$ cat src/rtl/stats_fifo_reader.sv
// Drain side of the Ethernet statistics FIFO: pops 448-bit entries and streams them LSB word first.
// Optional entry counter (entries_sent/clear_count) is built when STATS_FIFO_READER_COUNT_EN is defined.
//
// state | meaning
// IDLE  | waiting for enable and a non-empty FIFO; pop is issued from here
// WAIT  | pop in flight, waiting for fifo_valid to capture the entry
// SEND  | shifting the captured entry out, one beat per handshake
module stats_fifo_reader #(
    parameter int C_AXIS_WIDTH = 32
) (
    input  logic                    clk,
    input  logic                    rst_n,
    input  logic                    enable,
    input  logic                    fifo_empty,
    output logic                    fifo_rd_en,
    input  logic                    fifo_valid,
    input  logic [447:0]            fifo_dout,
    output logic [C_AXIS_WIDTH-1:0] m_axis_tdata,
    output logic                    m_axis_tvalid,
    input  logic                    m_axis_tready,
    output logic                    m_axis_tlast,
    output logic                    busy
`ifdef STATS_FIFO_READER_COUNT_EN
    ,
    input  logic                    clear_count,
    output logic [31:0]             entries_sent
`endif
);

    localparam int C_BEATS = 448 / C_AXIS_WIDTH;
    localparam int CNT_W   = $clog2(C_BEATS);

    if (!(C_AXIS_WIDTH == 8 || C_AXIS_WIDTH == 16 || C_AXIS_WIDTH == 32 || C_AXIS_WIDTH == 64))
    begin : g_width_check
        $error("stats_fifo_reader: C_AXIS_WIDTH must be 8, 16, 32 or 64");
    end

    typedef enum logic [1:0] {IDLE, WAIT, SEND} state_t;

    state_t             state;
    state_t             state_nxt;
    logic [447:0]       shift;
    logic [CNT_W-1:0]   beat;
    logic               last_hs;

    assign last_hs      = (state == SEND) && m_axis_tvalid && m_axis_tready
                          && (beat == CNT_W'(C_BEATS - 1));
    assign m_axis_tdata = shift[C_AXIS_WIDTH-1:0];
    assign busy         = (state != IDLE);

    always_ff @(posedge clk or negedge rst_n) begin
        if (!rst_n) begin
            state <= IDLE;
        end else begin
            state <= state_nxt;
        end
    end

    // The pop is decoded straight from IDLE so the read returns during the
    // single WAIT cycle, which keeps the cadence at C_BEATS+2 cycles per entry.
    always_comb begin
        state_nxt  = state;
        fifo_rd_en = 1'b0;
        case (state)
            IDLE: begin
                if (enable && !fifo_empty) begin
                    fifo_rd_en = 1'b1;
                    state_nxt  = WAIT;
                end
            end
            WAIT: begin
                if (fifo_valid) begin
                    state_nxt = SEND;
                end
            end
            SEND: begin
                if (last_hs) begin
                    state_nxt = IDLE;
                end
            end
            default: state_nxt = IDLE;
        endcase
    end

    always_ff @(posedge clk or negedge rst_n) begin
        if (!rst_n) begin
            shift         <= '0;
            beat          <= '0;
            m_axis_tvalid <= 1'b0;
            m_axis_tlast  <= 1'b0;
        end else begin
            case (state)
                WAIT: begin
                    if (fifo_valid) begin
                        shift         <= fifo_dout;
                        beat          <= '0;
                        m_axis_tvalid <= 1'b1;
                        m_axis_tlast  <= (C_BEATS == 1);
                    end
                end
                SEND: begin
                    if (m_axis_tvalid && m_axis_tready) begin
                        shift         <= shift >> C_AXIS_WIDTH;
                        beat          <= beat + 1'b1;
                        m_axis_tvalid <= !last_hs;
                        m_axis_tlast  <= (beat == CNT_W'(C_BEATS - 2));
                    end
                end
                default: begin
                    m_axis_tvalid <= 1'b0;
                    m_axis_tlast  <= 1'b0;
                end
            endcase
        end
    end

`ifdef STATS_FIFO_READER_COUNT_EN
    // Clear takes priority over a coincident last-beat increment.
    always_ff @(posedge clk or negedge rst_n) begin
        if (!rst_n) begin
            entries_sent <= '0;
        end else if (clear_count) begin
            entries_sent <= '0;
        end else if (last_hs) begin
            entries_sent <= entries_sent + 32'd1;
        end
    end
`else
    // No entry counter in this build.
`endif

endmodule

$ cat config.mk
export PLATFORM = sky130hd
export DESIGN_NAME = stats_fifo_reader
export DESIGN_NICKNAME = d
export VERILOG_FILES = /design/src/rtl/stats_fifo_reader.sv
export SDC_FILE = /design/constraint.sdc
export NUM_CORES = 1
export LEC_CHECK = 0
export CAP_MARGIN = 20
export CORE_MARGIN = 1.5
export CORE_UTILIZATION = 35
export CTS_BUF_LIST = sky130_fd_sc_hd__clkbuf_4
export DETAILED_ROUTE_END_ITERATION = 8
export PLACE_DENSITY = 0.58
export SYNTH_ARGS = -nofsm -noshare
export SYNTH_HDL_FRONTEND = slang
export SYNTH_SLANG_ARGS = --single-unit
$ cat constraint.sdc
create_clock -name clk -period 6.6 [get_ports clk]
set_clock_uncertainty 0.1 [all_clocks]
set_input_delay 1.32 -clock clk [delete_from_list [all_inputs] [get_ports clk]]
set_output_delay 1.32 -clock clk [all_outputs]
set_load 0.1 [all_outputs]
Word-level counts from Yosys, hierarchy flattened
Index checks and enable logic that the tools add are counted.
- register bits: 456
- bits of input ports: 454
- output and inout bits: 36
- logic and storage cells: 45
- add/sub/neg operators: 1
- equality and inequality tests: 8
- muxes and demuxes: 18
- reductions and logical operators: 13
- operators with widths (kind ; number):
    $mux 448 ; 2
    $pmux 448 s2 ; 1
    $eq 4x4->1 const B ; 2
    $mux 4 ; 2
    $pmux 4 s2 ; 1
    $mux 1 ; 6
    $mux 2 ; 3
    $ne 2x2->1 const B ; 3
    $pmux 2 s3 ; 1
    $reduce_and 3->1 ; 2
    $logic_and 1x1->1 ; 5
    $add 4x1->4 const B ; 1
    $pmux 1 s2 ; 2
    $reduce_bool 2->1 ; 2
    $eq 2x1->1 const B ; 1
    $eq 2x2->1 const B ; 1
    $logic_not 1->1 ; 2
    $logic_not 2->1 ; 1
    $ne 2x1->1 const B ; 1
    $reduce_and 2->1 ; 1

Longest topological paths before layout
- depth after elaboration: 7
- mapped depth: 8
- mapped depth without buffers: 5

Worst setup path after synthesis
No wires, ideal clock.
- path kind: input-to-output
- start: in fifo_empty
- end: out fifo_rd_en
- arrival: 2.740 ns
- data required time: 5.180 ns
- path slack: 2.440 ns
- stages on the path: 2
- buffers on the path: 0
- path through: nand2b_1 > nor2_1
- word-level cells in the longest chain between the ends: 4
- RTL lines (element ; RTL line ; text):
    start, declared ; 14 ; input logic fifo_empty,
    $logic_not 1->1 ; 66 ; if (enable && !fifo_empty) begin
    $logic_and 1x1->1 ; 66 ;
    $mux 1 ; 66 ;
    $mux 1 ; 64 ; case (state)
    end, declared ; 15 ; output logic fifo_rd_en,
Every way passes these cells.

Worst setup path after layout
Ends and elaborated chain as after synthesis.

==> summary.md <==
| Metric | Value |
|---|---|
| Status | complete, no violations |
| CP Launch Type | input pin |
| VDD IR max | 0.3084 mV |
| CTS tree | done |
| Die footprint | 66240 um^2 |
| Yosys Warn Count | 0 |
| Die Span Y | roughly 260 um |
| Placeable Area | 64230 um^2 |
| WS Path Type | in -> out |
| Number of synthesized flops with an enable pin | 0 |
| Nets | roughly 2500 |
| Total clock buffers created by CTS | 140 |
| Min-delay worst type | in -> async |
| Sequential share of the synthesized area | 50.39% |
| Post-synth top area cell | dfrtp_1 |
| Max_cap viols | 0 |
| Worst-Margin Slew | about 1100 ps |
| Final setup vio count | 0 |
| Post-Route WL | roughly 65000 um |
| PortBufs | 489 |
| Synth unique cells | 33 |
| Tot Pwr | 14.39 mW |
| Row count | 93 |
| Die X | about 260 um |
| Sequential Power Share | a little over a third |
| Sw frac | 34.92% |
| Share of the synthesized area in the top cell type | 50.39% |
| GRT Overall Usage | 19.87% |
| Sink Count | 456 |
| Synth async-reset ratio | 100.0% |
| Syn Area/Cell | 14.41 um^2 |
| Htree depth | 4 |
| Critical-path maximum fanout | 4 |
| CTS max path bufs | 3 |
| Vias in the first global route | 16340 |
| Reg clk slew, reported paths | 70 ps |
| Clk network pwr share | 19.5% |
| Syn_nets | 2033 |
| Via Count | 14640 |
| Detail Route Antenna Nets | 0 |
| Fillers | 5898 |
| Pleak | around 12 nW |
| Mapped Area | approximately 23000 um^2 |
| Critical path endpoint category | output pin |
| Area Growth Syn to Fin | 31.07% |
| RSZ-0062 raised after global routing | false |
| Iter 0 DRT Violations | 647 |
| Clock root buffer | clkbuf_4 |
| Mean routed wirelength per cell | 21.45 um |
| Largest net degree at the start of global routing | 173 |
| First-pass GRT wire length | 99260 um |
| Dominant cell by count in the synthesized netlist | mux2_2 |
| Initial antenna violation count | 35 |
| Hold buffers post-CTS | 0 |
| Hold Fails Final Rpt | 0 |
| Pwr Density | 484.8 nW/um^2 |
| Synth Instances | around 1600 |
| Most common library cells after synthesis | 832 x mux2_2, 456 x dfrtp_1, 42 x buf_4 |
| Ys flop type | dfrtp_1 |
| Non-filler cells, final | 3040 |
| Psw | 5.025 mW |
| Placed cells | roughly 2800 |
| Worst Path Arrival | 3270 ps |
| Share of layout cells above drive strength 1 | 49.05% |
| Post-Route Setup TNS | 0 ps |
| Fin crit share | 71.02% |
| Internal power | 9.364 mW |
| Yosys reg bits | between 400 and 500 |
| Ranking of synthesized cells by area | dfrtp_1 50%, mux2_2 41%, buf_6 1.7% |
| CP required | 5180 ps |
| Cts repair resizes | 0 |
| GPL Wtd Cong | 0.8236 |
| Gr ovfl total | 0 |
| Hpwl dp | 45330 um |
| Clock latency on the worst-skew pair | 930 ps |
| Pins Over Slew Limit | 0 |
| First-pass iteration count of the detailed router | 4 |
| DRC errors left | 0 |
| Fin crit period | 4687 ps |
| F_max | roughly 0.21 GHz |
| Postcts setup bufs | 0 |
| Ports | 490 |
| Initial Util | approximately a third |
| Drt via density | 4.815 |
| Logic pwr share | 45.3% |
| Worst slew margin relative to its limit | 25.55% |
placed cells by master (no fill, tap or decap), types with 4 or more instances in the layout:
cell type and count:
buf_4 6, buf_12 7, bufinv_16 4, ha_1 6
inv_1 37, dfrtp_1 456, clkbuf_4 202, o21ai_0 35
clkinv_1 18, mux2_2 832, diode_2 20, clkdlybuf4s50_1 488
nor2_1 4, nand4b_1 32
final timing paths:
path,start,to,slack (ps),cells past startpoint
min,rst_n,shift[143]$_DFFE_PN0P_,400,1
min in group clk,shift[100]$_DFFE_PN0P_,shift[100]$_DFFE_PN0P_,400,1
max,fifo_empty,fifo_rd_en,1910,4
max in group asynchronous,rst_n,shift[279]$_DFFE_PN0P_,4460,2
max reg2reg,state[0]$_DFFE_PN0P_,shift[229]$_DFFE_PN0P_,2650,6
min reg2reg,shift[100]$_DFFE_PN0P_,shift[100]$_DFFE_PN0P_,400,1
flip-flops by register name (all words and copies together) (netlist names):
name	cells
shift	448
beat	4
state	2
m_axis_tlast	1
m_axis_tvalid	1
critical path: stages:
cell and delay (ps):
clkdlybuf4s50_1 400, nand2b_1 250, nor2_1 140, clkdlybuf4s50_1 1150
per-layer routing:
layer	share of wire (%)	routed length [um]	vias up	GRT usage (%)
li1	-	-	6762	-
met2	48	31060	427	31.36
met4	2.1	1365	40	7.456
met1	42	27340	7281	24.14
met5	0.40	261	-	0
met3	7.9	5175	128	8.294
stage by stage:
stage | cell area (um^2) | setup slack (ps) | utilization [%] | hold slack (ps)
after floorplan | 22650 | 2440 | - | 374.9
after CTS | 29630 | 1932 | 46.13 | 343.6
final | 29680 | 1913 | 46.21 | 395.2
after global placement | 27860 | 1932 | 43.38 | 383.7
after detailed placement | 27890 | 1965 | 43.42 | 390.1
after global routing | 29670 | 1843 | 46.19 | 347.4
area by class of cell:
| cell class | count | area (um^2) | area share, % |
|---|---|---|---|
| Antenna cell | 20 | 50.05 | 0.1686 |
| Clock buffer | 202 | 1516 | 5.109 |
| Clock inverter | 28 | 224.0 | 0.7546 |
| Inverter | 37 | 138.9 | 0.4679 |
| Multi-Input combinational cell | 939 | 10160 | 34.23 |
| Sequential cell | 456 | 11410 | 38.45 |
| Tap cell | 855 | 1070 | 3.604 |
| Timing Repair Buffer | 503 | 5112 | 17.22 |
power groups by stage:
stage               clock (mW)  combinational [mW]  sequential [mW]
floorplan                    0                5.66             4.78
global placement             0                6.45             5.06
detailed placement           0                6.59             5.11
CTS                       2.95                6.61             5.08
global route              3.10                7.00             5.27
finish                    2.81                6.51             5.07
kinds of logic after synthesis:
kind of cell               Yosys count  synth area share, %
and+or+nand+nor                     52                1.768
buffers and inverters              177                4.807
DFF                                456                50.39
AOI/OAI and AO/OA                   48                1.276
adders and majority gates            7               0.3867
muxes                              832                41.37
(Power assumes the default switching activity.)
